--- config.mk ---
export PLATFORM = sky130hd
export DESIGN_NAME = display_scan_ctrl
export DESIGN_NICKNAME = d
export VERILOG_FILES = /design/src/rtl/display_scan_ctrl.sv
export SDC_FILE = /design/constraint.sdc
export NUM_CORES = 1
export LEC_CHECK = 0
export CAP_MARGIN = 20
export CORE_AREA = 2 2 88 90
export CTS_BUF_LIST = sky130_fd_sc_hd__clkbuf_8
export DETAILED_ROUTE_END_ITERATION = 10
export DIE_AREA = 0 0 90 92
export HOLD_SLACK_MARGIN = 0.05
export PLACE_DENSITY = 0.72
export SLEW_MARGIN = 20
export SYNTH_ARGS = -nofsm -noshare
export SYNTH_HDL_FRONTEND = slang
export SYNTH_SLANG_ARGS = --single-unit
export TNS_END_PERCENT = 50
--- constraint.sdc ---
create_clock -name Clock -period 5.08 [get_ports Clock]
set_input_delay 1.016 -clock Clock [delete_from_list [all_inputs] [get_ports Clock]]
set_output_delay 1.016 -clock Clock [all_outputs]
set_load 0.1 [all_outputs]
--- src/rtl/display_scan_ctrl.sv ---
// Scans four parity-checked digit slots through one shared Display decoder; segments captured at end of dead-time.
// Latency: first anode BLANK+1 edges after enable; no backpressure, writes accepted every cycle.
module display_scan_ctrl #(
  parameter int unsigned DWELL = 1000,
  parameter int unsigned BLANK = 8
) (
  input  logic       Clock,
  input  logic       Reset_n,
  input  logic       Habilita,
  input  logic       Escrita,
  input  logic [1:0] Endereco,
  input  logic [4:0] Dado,
  input  logic       ParidadeIn,
  output logic [4:0] Valores,
  output logic       Paridade,
  input  logic [6:0] SegmentosIn,
  input  logic       ValidadeIn,
  output logic [3:0] Anodos,
  output logic [6:0] SegmentosOut,
  output logic [1:0] Indice,
  output logic [3:0] Erro,
  output logic [7:0] ErroCont
);

  typedef enum logic [1:0] {S_IDLE, S_BLANK, S_SHOW} state_t;

  localparam logic [15:0] BLANK_LAST = 16'(BLANK - 1);
  localparam logic [15:0] DWELL_LAST = 16'(DWELL - 1);

  state_t      r_state, w_state_nxt;
  logic [15:0] r_cnt, w_cnt_nxt;
  logic [1:0]  r_indice, w_indice_nxt;
  logic [3:0]  r_anodos, w_anodos_nxt;
  logic [6:0]  r_seg, w_seg_nxt;
  logic [3:0]  r_erro, w_erro_nxt;
  logic [7:0]  r_erro_cont, w_erro_cont_nxt;
  logic [4:0]  r_valor [4];
  logic [3:0]  r_paridade;
  logic        w_capture;
  logic        w_fail;

  assign Valores      = r_valor[r_indice];
  assign Paridade     = r_paridade[r_indice];
  assign Anodos       = r_anodos;
  assign SegmentosOut = r_seg;
  assign Indice       = r_indice;
  assign Erro         = r_erro;
  assign ErroCont     = r_erro_cont;

  always_ff @(posedge Clock or negedge Reset_n) begin
    if (!Reset_n) begin
      r_state     <= S_IDLE;
      r_cnt       <= '0;
      r_indice    <= '0;
      r_anodos    <= 4'b1111;
      r_seg       <= '0;
      r_erro      <= '0;
      r_erro_cont <= '0;
    end else begin
      r_state     <= w_state_nxt;
      r_cnt       <= w_cnt_nxt;
      r_indice    <= w_indice_nxt;
      r_anodos    <= w_anodos_nxt;
      r_seg       <= w_seg_nxt;
      r_erro      <= w_erro_nxt;
      r_erro_cont <= w_erro_cont_nxt;
    end
  end

  always_ff @(posedge Clock or negedge Reset_n) begin
    if (!Reset_n) begin
      for (int i = 0; i < 4; i++) r_valor[i] <= '0;
      r_paridade <= '0;
    end else if (Escrita) begin
      r_valor[Endereco]    <= Dado;
      r_paridade[Endereco] <= ParidadeIn;
    end
  end

  always_comb begin
    w_state_nxt  = r_state;
    w_cnt_nxt    = r_cnt;
    w_indice_nxt = r_indice;
    w_anodos_nxt = r_anodos;
    w_seg_nxt    = r_seg;
    w_capture    = 1'b0;
    if (!Habilita) begin
      w_state_nxt  = S_IDLE;
      w_cnt_nxt    = '0;
      w_anodos_nxt = 4'b1111;
      w_seg_nxt    = '0;
    end else begin
      case (r_state)
        S_IDLE: begin
          w_state_nxt  = S_BLANK;
          w_cnt_nxt    = '0;
          w_anodos_nxt = 4'b1111;
          w_seg_nxt    = '0;
        end
        S_BLANK: begin
          if (r_cnt == BLANK_LAST) begin
            // Decoder output has had the whole dead-time to settle on this slot.
            w_capture    = 1'b1;
            w_seg_nxt    = ValidadeIn ? SegmentosIn : 7'd0;
            w_anodos_nxt = ~(4'b0001 << r_indice);
            w_state_nxt  = S_SHOW;
            w_cnt_nxt    = '0;
          end else begin
            w_cnt_nxt = r_cnt + 16'd1;
          end
        end
        S_SHOW: begin
          if (r_cnt == DWELL_LAST) begin
            w_anodos_nxt = 4'b1111;
            w_seg_nxt    = '0;
            w_indice_nxt = r_indice + 2'd1;
            w_state_nxt  = S_BLANK;
            w_cnt_nxt    = '0;
          end else begin
            w_cnt_nxt = r_cnt + 16'd1;
          end
        end
        default: begin
          w_state_nxt  = S_IDLE;
          w_cnt_nxt    = '0;
          w_anodos_nxt = 4'b1111;
          w_seg_nxt    = '0;
        end
      endcase
    end
  end

  assign w_fail = w_capture & ~ValidadeIn;

  // A failed capture on the same edge as a write to that slot keeps the flag set.
  always_comb begin
    w_erro_nxt      = r_erro;
    w_erro_cont_nxt = r_erro_cont;
    if (Escrita) w_erro_nxt[Endereco] = 1'b0;
    if (w_fail) begin
      w_erro_nxt[r_indice] = 1'b1;
      if (r_erro_cont != 8'hFF) w_erro_cont_nxt = r_erro_cont + 8'd1;
    end
  end

endmodule

## Word level (Yosys, flattened, before mapping)

Cells that the tools add are included.

| operators by class | value |
|---|---|
| $lt $le $gt $ge | 7 |
| add/sub/neg operators | 3 |
| shifts and indexed selects | 1 |
| multipliers | 0 |
| multiplexer cells | 35 |
| reduce and logical (&&, ||, !) cells | 7 |
| bitwise logic cells | 8 |
| divide/modulo/power cells | 0 |
| equality and inequality tests | 7 |

Operator list:

| kind | number |
|---|---|
| 16-bit two-way mux | 3 |
| 16-bit case mux with 2 select lines | 1 |
| 7-bit two-way mux | 4 |
| 20-bit bitwise mux | 1 |
| 4-bit two-way mux | 5 |
| 16-bit by 1-bit adder with 16-bit output, second input constant | 1 |
| 16-bit by 10-bit equality test with 1-bit output, second input constant | 1 |
| 16-bit by 3-bit equality test with 1-bit output, second input constant | 1 |
| 5-bit two-way mux | 3 |
| 7-bit case mux with 2 select lines | 1 |
| 5-bit binary-select mux with 2-bit select | 1 |
| 5-bit demux with 2-bit select | 1 |
| 8-bit by 1-bit adder with 8-bit output, second input constant | 1 |
| 8-bit inequality test, second input constant | 1 |
| 4-bit inverter | 2 |
| 4-bit case mux with 2 select lines | 1 |
| 3-bit greater-or-equal comparator, second input constant | 2 |
| 2-bit by 3-bit < comparator with 1-bit output, second input constant | 2 |
| 1-bit two-way mux | 6 |
| 2-bit two-way mux | 3 |
| 3-bit inequality test, second input constant | 2 |
| 2-bit inverter with 3-bit output | 2 |
| 2-bit case mux with 3 select lines | 1 |
| 4-bit bitwise AND | 1 |
| other kinds (16) | 21 |

| storage, ports and cells | value |
|---|---|
| bits in read-only memories | 0 |
| bits in latches | 0 |
| RAM bits | 0 |
| input bits | 20 |
| memories | 0 |
| output and inout port bits | 31 |
| register bits after elaboration | 67 |
| word-level logic and storage cells | 80 |

## Depth between registers and ports, before layout

Gate-level depths: netlist of the first run.

| depth | value |
|---|---|
| word-level depth | 9 |
| gate-level depth with buffers | 8 |
| gate-level depth less buffers | 6 |

## Worst setup path after synthesis of the first run

No wires, ideal clock.

| timing | value |
|---|---|
| path kind | flip-flop to output port |
| start point | register r_indice[0] (netlist: Indice[0]) |
| end point | output Paridade |
| setup slack | 1864 ps |
| arrival time | 2200 ps |
| path buffers | 1 |
| stages on the path, launching flop included | 3 |
| data required time | 4064 ps |
| path through | dfrtp_1 clkbuf_1 mux4_2 |

| on the way | value |
|---|---|
| longest elaborated chain between the ends | 2 |

RTL lines:

| what | line | source |
|---|---|---|
| start, declared | 32 | `logic [1:0] r_indice, w_indice_nxt;` |
| start signal, assigned | 62 | `r_indice <= w_indice_nxt;` |
| 1-bit binary-select mux with 2-bit select | 43 | `assign Paridade = r_paridade[r_indice];` |
| 1-bit two-way mux (implied by the code) | 43 |  |
| end, declared | 15 | `output logic Paridade,` |

Every way passes these cells. The select of a mux whose other input is x is not followed.

## Final worst setup path of the first run

| timing | value |
|---|---|
| start point | register r_indice[0] (netlist: Indice[0]) |
| end point | output Valores[2] |

| on the way | value |
|---|---|
| longest elaborated chain between the ends | 4 |

RTL lines:

| what | line | source |
|---|---|---|
| 2-bit inverter with 3-bit output (implied by the code) | 42 | `assign Valores = r_valor[r_indice];` |
| 5-bit binary-select mux with 2-bit select | 42 |  |
| 5-bit two-way mux (implied by the code) (2 in series) | 42 |  |
| end, declared | 14 | `output logic [4:0] Valores,` |

Every way passes these cells. The select of a mux whose other input is x is not followed.

==> qor.csv, run 1 <==
metric,value,unit
post_drt_via_cell_ratio,5.19,
hold_viol,0,
synth_nets,290,
die_area,0.00828,mm2
yosys_most_used_dff,dfrtp_1,
ant_nets,0,
slowest_stage,clkdlybuf4s50_1,
fillers,655,
grt_usage,16.6,%
antenna_found_initial,0,
p_leak,1.66,nW
synth.top_cell.area_share,49.6,%
met3_usage,4.60,%
areaGrowthSynthToFinish,25.3,%
muxShareOfSynthArea,13.8,%
power_density,368,mW/mm2
antenna-diode-count,0,
max-vdd-ir-drop,167,uV
ys.warnings.count,0,
io_pins,51,
start_util,42.7,%
cts.htree.levels,3,
post_cts_resized,0,
gp_congestion,0.743,
use_met2,24.3,%
drive_gt1_share,19.4,%
grt_pass1_wl,10800,um
drv_cap,0,
routedWlPerCell,14.9,um
async_reset_ff_share,100,%
synth_edf_count,0,
status,finished clean,
p_int,0.982,mW
avgSynthCellArea,12.2,um2
grt_pass1_vias,2195,
synthTopCellsByCount,"dfrtp_1, mux2_2, nor2_1, nand3_1, nand2_1",
synthCells,261,
numClockSinks,67,
std_cell_rows,32,
net-switching-power,0.484,mW
whs,497,ps
pre_cts_slack,1820,ps
seqPwrFrac,42.0,%
path_clk_slew,80,ps
worstPathArrival,2590,ps
synthAdderAreaFrac,3.54,%
synth_top_family_by_area,simple AND/OR/NAND/NOR gates,
gr-total-overflow,0,
synth.most_common_cell,dfrtp_1,
setup.worst_path.class,flop to output port,
finalCritPeriodShare,71.0,%
num_vias,2187,
firstDrtPassIters,4,
clockRootBuffer,clkbuf_8,
use_met1,23.0,%
synth_seq_area_share,52.9,%
clk_path_buf_depth,2,
die_w,90,um
ys_ff_latch,67,
slew_violations,0,
fin_nets,343,
switching_share,33.0,%
max_slew_margin,32.2,%
worst_pin_slew,1010,ps
fin_tns_setup,0,ps
layout_setup_ws,1470,ps
max_stage_delay,980,ps
ys_types,35,
post-place-cells,405,
cts_setup_buffers,0,
cp_cell_sequence,mux4_2 > clkdlybuf4s50_1,
coreArea,0.00745,mm2
required,4060,ps
worst_setup_path_end_kind,output port,
dpl.hpwl,4310,um
top_usage_layer,met2,
drt_wl_total,6250,um
rsz0062_at_grt,false,
clkLatencyLatePin,350,ps
numPortBuffers,50,
min-delay-path-class,flop to flop,
grt_max_degree,68,
cp_max_fo,10,
power_frac_comb,24.0,%
numCtsBuffers,9,
fin_cells,421,
syn_area,0.00318,mm2
start_kind,flop,
cts_hold_buf,0,
min_period,3610,ps
skew,7.87,ps
synth_compound_area_share,4.17,%
synthSimpleGateAreaFrac,17.4,%
setup_viol,0,
die_h,92,um
drc,0,
synth_xor_area_share,5.79,%
cts_tree,done,
ys_top_cells_by_area,"dfrtp_1, mux2_2, mux4_2",
dr.first_iter.drc_count,147,
max_freq,277,MHz
p_clk_share,34.0,%
synth_top_area_cell,dfrtp_1,
## final timing paths
path,slack [ps],end,startpoint,depth (start not counted)
max,1470,Valores[2],Indice[0]$_DFFE_PN0P_,2
min,500,r_cnt[0]$_DFF_PN0_,r_cnt[0]$_DFF_PN0_,1
max reg2reg,2600,r_cnt[10]$_DFF_PN0_,r_cnt[0]$_DFF_PN0_,6
min reg2reg,500,r_cnt[0]$_DFF_PN0_,r_cnt[0]$_DFF_PN0_,1
max in group asynchronous,3690,r_cnt[4]$_DFF_PN0_,Reset_n,2
min in group asynchronous,830,SegmentosOut[5]$_DFFE_PN0P_,Reset_n,2
## layer usage
metal	up-vias	share of wire [%]
met4	0	1.7
li1	1040	-
met2	40	47
met1	1099	47
met3	8	4.3
met5	-	0
## worst max-delay path: cells and delay by family (launching register included)
family / cells / cell delay, ps
multiplexers: 1 / 580
buffers and inverters: 1 / 980
flip-flops: 1 / 680
## through the flow
| stage | util, % | area [um2] | total power, mW |
|---|---|---|---|
| final | 53.4 | 3980 | 1.47 |
| after global routing | 53.4 | 3980 | 1.53 |
| after CTS | 53.4 | 3980 | 1.48 |
| after detailed placement | 50.4 | 3760 | 0.981 |
| after global placement | 50.4 | 3760 | 0.972 |
| after floorplan | - | 3180 | 0.899 |
## cell usage in the layout, fill, tap and decap left out, drive strengths merged, types with 4 or more instances in the layout
cell type | synthesis | routed
mux4 | 6 | 6
dfrtp | 63 | 63
ha | 9 | 9
xnor2 | 10 | 10
a41oi | 4 | 4
mux2 | 27 | 27
nand4 | 6 | 6
inv | 6 | 8
nor2 | 23 | 23
nor4 | 4 | 4
clkdlybuf4s50 | 0 | 49
dfstp | 4 | 4
nand3 | 19 | 19
clkbuf | 5 | 9
nand2 | 18 | 18
xor2 | 11 | 11
o21ai | 10 | 10
nor3b | 6 | 6
and3 | 7 | 7
## state kept, by name, indices dropped and copies added, names as in the netlist
register and cells:
Indice 2, ErroCont 8, r_valor 20, SegmentosOut 7, r_cnt 16, Anodos 4, r_paridade 4, Erro 4
r_state 2
## cell type report
cell class | count | area [um2] | share of cell area, %
clock buffers | 9 | 124 | 3.11
clock inverters | 7 | 100 | 2.51
repair buffers | 51 | 503 | 12.6
flip-flops and latches | 67 | 1680 | 42.3
well taps | 102 | 128 | 3.21
multi-input cells | 179 | 1420 | 35.7
inverters | 6 | 22.5 | 0.566
## logic make-up after synthesis
logic type | Yosys count
fa+ha+maj | 9
compound gates | 18
simple gates | 98
buf+inv | 15
flops | 67
mux | 33
xor+xnor | 21
## power by group through the flow
| stage | combinational (mW) | sequential (mW) | clock, mW |
|---|---|---|---|
| CTS | 0.356 | 0.616 | 0.509 |
| floorplan | 0.225 | 0.674 | 0 |
| global placement | 0.348 | 0.624 | 0 |
| global route | 0.377 | 0.622 | 0.535 |
| detailed placement | 0.355 | 0.626 | 0 |
| finish | 0.351 | 0.616 | 0.499 |
(Power assumes the default switching activity.)
==> run 2: changes to the inputs <==
Settings changed: PLACE_DENSITY 0.72 to 0.75.
Clock period 5.08 ns to 3.1 ns, I/O delays scaled along.
==> run 2 against run 1 <==
Net effect: register-to-register slack got worse by 1600 ps; wire length rose by 3.5%; clock skew fell by 1.4 ps; total power rose by 64%; first-iteration DRC count fell by 51%; clock-buffer cell count did not move; sequential power rose by 64%; combinational power rose by 67%; final cell count rose by 0.48%; critical endpoint is now Valores[1]; largest power group unchanged.
==> qor.csv, run 2 (same netlist as run 1, synthesis figures left out) <==
metric,value,unit,change
min_period,2510,ps,
grt_pass1_vias,2252,,+2.6%
cp_cell_sequence,mux4_2 > buf_4,,
antenna-diode-count,0,,unchanged
setup.worst_path.class,flop to output port,,
post-place-cells,407,,+0.49%
hold_viol,0,,unchanged
rr_worst_depth,6,,unchanged
slowest_stage,dfrtp_1,,
r2r_slack,1010,ps,-1590 ps
num_vias,2199,,+0.55%
rsz0062_at_grt,false,,
max_freq,399,MHz,
post_drt_via_cell_ratio,5.20,,about the same
power_density,613,mW/mm2,+66%
max_stage_delay,690,ps,-290 ps
ant_nets,0,,unchanged
reg2reg_from,r_cnt[0]$_DFF_PN0_,,
gr-total-overflow,0,,unchanged
start_util,42.7,%,unchanged
skew,6.46,ps,-1.42 ps
numCtsBuffers,9,,unchanged
dpl.hpwl,4550,um,+5.5%
fin_nets,345,,+0.58%
required,2480,ps,-1580 ps
p_leak,1.70,nW,+2.7%
largest_reg_flops,20,,unchanged
min-delay-path-class,input pin to asynchronous set/reset pin,,
firstDrtPassIters,4,,unchanged
numPortBuffers,50,,unchanged
slew_violations,0,,unchanged
largest_register,r_valor,,
clockRootBuffer,clkbuf_8,,
cp_max_fo,10,,unchanged
antenna_found_initial,0,,unchanged
coreArea,0.00745,mm2,unchanged
cp-startpoint,Indice[0]$_DFFE_PN0P_,,
layout_setup_ws,592,ps,-880 ps
worstPathArrival,1890,ps,-700 ps
drt_wl_total,6470,um,+3.5%
fin_tns_setup,0,ps,unchanged
worst-path-stages,2,,unchanged
grt_max_degree,37,,-46%
cts_tree,done,,
die_area,0.00828,mm2,unchanged
critPathCapture,Valores[1],,
fin_cells,423,,+0.48%
worst-path-buf-inv,1,,unchanged
dr.first_iter.drc_count,72,,-51%
worst_setup_path_end_kind,output port,,
grt_usage,16.5,%,-0.098 points
clk_path_buf_depth,2,,unchanged
drc,0,,unchanged
numClockSinks,67,,unchanged
drv_cap,0,,unchanged
max-vdd-ir-drop,319,uV,+91%
dpl-instance-area,0.00371,mm2,-1.3%
path_clk_slew,70,ps,about the same
die_h,92,um,unchanged
cts_hold_buf,0,,unchanged
layout_common_cells,"dfrtp_1, buf_4, mux2_2, nor2_1, nand3_1",,
std_cell_rows,32,,unchanged
finalCritPeriodShare,80.9,%,
die_w,90,um,unchanged
final_common_cell,dfrtp_1,,
io_pins,51,,unchanged
post_cts_resized,0,,unchanged
gp_congestion,0.770,,+3.7%
fillers,678,,+3.5%
r2r_end,r_cnt[7]$_DFF_PN0_,,
cts_setup_buffers,0,,unchanged
worst_pin_slew,748,ps,-266 ps
crit_family,flip-flops,,
grt_pass1_wl,10600,um,-1.4%
areaGrowthSynthToFinish,23.7,%,
cts.htree.levels,3,,unchanged
max_slew_margin,50.1,%,+18 points
drive_gt1_share,29.6,%,+10 points
setup_viol,0,,unchanged
clkLatencyLatePin,350,ps,about the same
finalInstanceArea,0.00393,mm2,-1.3%
pre_cts_slack,738,ps,-1080 ps
routedWlPerCell,15.3,um,+3.0%
status,finished clean,,
start_kind,flop,,
run 2: cell types whose count changed in the layout (fill, tap and decap cells not counted), sizes merged:
cell / delta
clkinvlp: +3
clkdlybuf4s50: -31
clkinv: -3
buf: +33
run 2: power by group:
part	switching, mW	internal [mW]	leakage (nW)
logic	0.396	0.191	0.741
clock network	0.352	0.458	0.102
registers	0.0493	0.962	0.858
run 2: area by class of cell:
| class | count | area (um2) | share of cell area (%) |
|---|---|---|---|
| clock buffer | 9 | 124 | 3.15 |
| inverter | 6 | 22.5 | 0.573 |
| multi-input combinational | 179 | 1420 | 36.2 |
| tap | 102 | 128 | 3.25 |
| clock inverter | 7 | 100 | 2.55 |
| sequential | 67 | 1680 | 42.8 |
| timing repair buffer | 53 | 453 | 11.5 |
run 2: worst min-delay path by stage:
stage / startpoint / to / slack, ps
2_1_floorplan: Reset_n / ErroCont[0]$_DFFE_PN0P_ / 320
3_3_place_gp: r_cnt[0]$_DFF_PN0_ / r_cnt[0]$_DFF_PN0_ / 470
3_5_place_dp: r_cnt[0]$_DFF_PN0_ / r_cnt[0]$_DFF_PN0_ / 490
4_1_cts: Reset_n / r_valor[9]$_DFFE_PN0P_ / 350
5_1_grt: Reset_n / r_valor[5]$_DFFE_PN0P_ / 370
6_report: Reset_n / r_state[1]$_DFFE_PN0P_ / 330
run 2: layer usage:
metal / share of wire (%) / vias to the layer above / global-route usage (%)
met4: 1.6 / 0 / 8.08
met3: 4.2 / 9 / 4.52
met5: 0 / - / 0
li1: - / 1040 / -
met1: 44 / 1099 / 19.3
met2: 50 / 51 / 28.1
run 2: stage by stage:
step,hold slack [ps],util [%],total power [mW]
detailed placement,486,49.8,1.62
global route,374,52.8,2.51
finish,329,52.8,2.41
CTS,352,52.8,2.43
floorplan,324,-,1.47
global placement,473,49.8,1.60
run 2: worst register-to-register path: stages, from the launching register on:
cell,delay [ps]
dfrtp_1,390
ha_1,250
nor4b_4,300
nand4_2,190
a22oi_4,230
or3b_1,490
nor2_1,110
==> run 3: changes to the inputs <==
Settings changed: PLACE_DENSITY 0.75 to 0.72.
Clock period 3.1 ns to 2.4 ns, I/O delays scaled along.
==> run 3 against run 2 <==
Net effect: total power grew 37%; die area is the same; critical path type unchanged; utilization is 1.8 points higher; clock-buffer cell count is the same.
==> qor.csv, run 3 (same netlist as run 1, synthesis figures left out) <==
metric,value,unit,change
status,finished clean,,
r2r_slack,320,ps,-690 ps
largest_reg_flops,20,,unchanged
std_cell_rows,32,,unchanged
worstPathArrival,1660,ps,-230 ps
post_drt_via_cell_ratio,5.10,,-1.8%
firstDrtPassIters,4,,unchanged
cts_hold_buf,0,,unchanged
dpl.hpwl,4490,um,-1.4%
met3_usage,4.11,%,-0.41 points
gp_congestion,0.825,,+7.1%
finalCritPeriodShare,89.0,%,
numClockSinks,67,,unchanged
grt_usage,16.1,%,-0.35 points
reg2reg_from,r_cnt[0]$_DFF_PN0_,,
clk_path_buf_depth,2,,unchanged
worst_pin_slew,529,ps,-219 ps
grt_pass1_wl,10500,um,-1.4%
hold_viol,0,,unchanged
p_leak,1.77,nW,+3.8%
max-vdd-ir-drop,469,uV,+47%
antenna_found_initial,0,,unchanged
use_met1,21.2,%,+2.0 points
layout_common_cells,"dfrtp_1, buf_4, mux2_2, nor2_1, nand3_1",,
drt_wl_total,6400,um,-1.1%
worst-path-buf-inv,1,,unchanged
use_met2,25.3,%,-2.9 points
gr-total-overflow,0,,unchanged
areaGrowthSynthToFinish,27.9,%,
die_area,0.00828,mm2,unchanged
grt_max_degree,28,,-24%
min_period,2140,ps,
fin_util,54.6,%,+1.8 points
total_power,3.29,mW,+37%
clkLatencyLatePin,350,ps,about the same
num_vias,2179,,-0.91%
die_h,92,um,unchanged
drc,0,,unchanged
max_freq,468,MHz,
clockRootBuffer,clkbuf_8,,
fin_nets,349,,+1.2%
cp_max_fo,10,,unchanged
cts.htree.levels,3,,unchanged
start_kind,flop,,
min-delay-path-class,input pin to asynchronous set/reset pin,,
slew_violations,0,,unchanged
rr_worst_depth,6,,unchanged
cp_cell_sequence,mux4_2 > buf_12,,
post_cts_resized,0,,unchanged
largest_register,r_valor,,
io_pins,51,,unchanged
skew,6.73,ps,+0.273 ps
r2r_end,r_cnt[11]$_DFF_PN0_,,
start_util,42.7,%,unchanged
cts_tree,done,,
numPortBuffers,50,,unchanged
top_usage_layer,met2,,
die_w,90,um,unchanged
dr.first_iter.drc_count,86,,+19%
path_clk_slew,80,ps,about the same
ant_nets,0,,unchanged
fin_tns_setup,0,ps,unchanged
power_density,809,mW/mm2,+32%
worst_setup_path_end_kind,output port,,
coreArea,0.00745,mm2,unchanged
rsz0062_at_grt,false,,
numCtsBuffers,9,,unchanged
grt_pass1_vias,2129,,-5.5%
drive_gt1_share,30.8,%,+1.2 points
routedWlPerCell,15.0,um,-2.0%
drv_cap,0,,unchanged
final_common_cell,dfrtp_1,,
required,1920,ps,-560 ps
cts_setup_buffers,0,,unchanged
setup.worst_path.class,flop to output port,,
setup_viol,0,,unchanged
crit_family,multiplexers,,
antenna-diode-count,0,,unchanged
slowest_stage,mux4_2,,
max_slew_margin,64.7,%,+15 points
max_stage_delay,580,ps,-110 ps
-- run 3: report_power, final --
part | switching [mW] | leakage, nW | internal [mW]
logic | 0.525 | 0.789 | 0.301
registers | 0.0613 | 0.858 | 1.24
clock network | 0.462 | 0.120 | 0.696
total | 1.05 | 1.77 | 2.24
-- run 3: metal layers --
layer,vias up,share of wire (%)
li1,1047,-
met5,-,0
met3,12,4.1
met1,1071,46
met4,0,2.3
met2,49,48
-- run 3: worst max-delay path by stage --
stage                                startpoint                       to  slack [ps]  cells past startpoint
after floorplan           Indice[1]$_DFFE_PN0P_                 Paridade          60                      2
after global placement               ValidadeIn  ErroCont[1]$_DFFE_PN0P_         170                      5
after detailed placement             ValidadeIn  ErroCont[1]$_DFFE_PN0P_         140                      5
after CTS                 Indice[0]$_DFFE_PN0P_                 Paridade         240                      2
after global routing         r_cnt[0]$_DFF_PN0_      r_cnt[15]$_DFF_PN0_         120                      6
final                     Indice[0]$_DFFE_PN0P_               Valores[2]         260                      2
-- run 3: area by class of cell --
class	instances	area (um2)
multi-input combinational	179	1420
inverter	6	22.5
clock buffer	9	124
tap	102	128
sequential	67	1690
fill	652	3380
timing repair buffer	57	558
clock inverter	7	124
-- run 3: metrics by stage --
stage	instances	hold WS, ps	worst slack (ps)	area, um2
detailed placement	411	447	142	3810
finish	427	59.2	264	4060
global placement	411	453	172	3810
floorplan	261	184	57.6	3180
CTS	427	67.2	244	4060
global route	427	87.2	120	4060
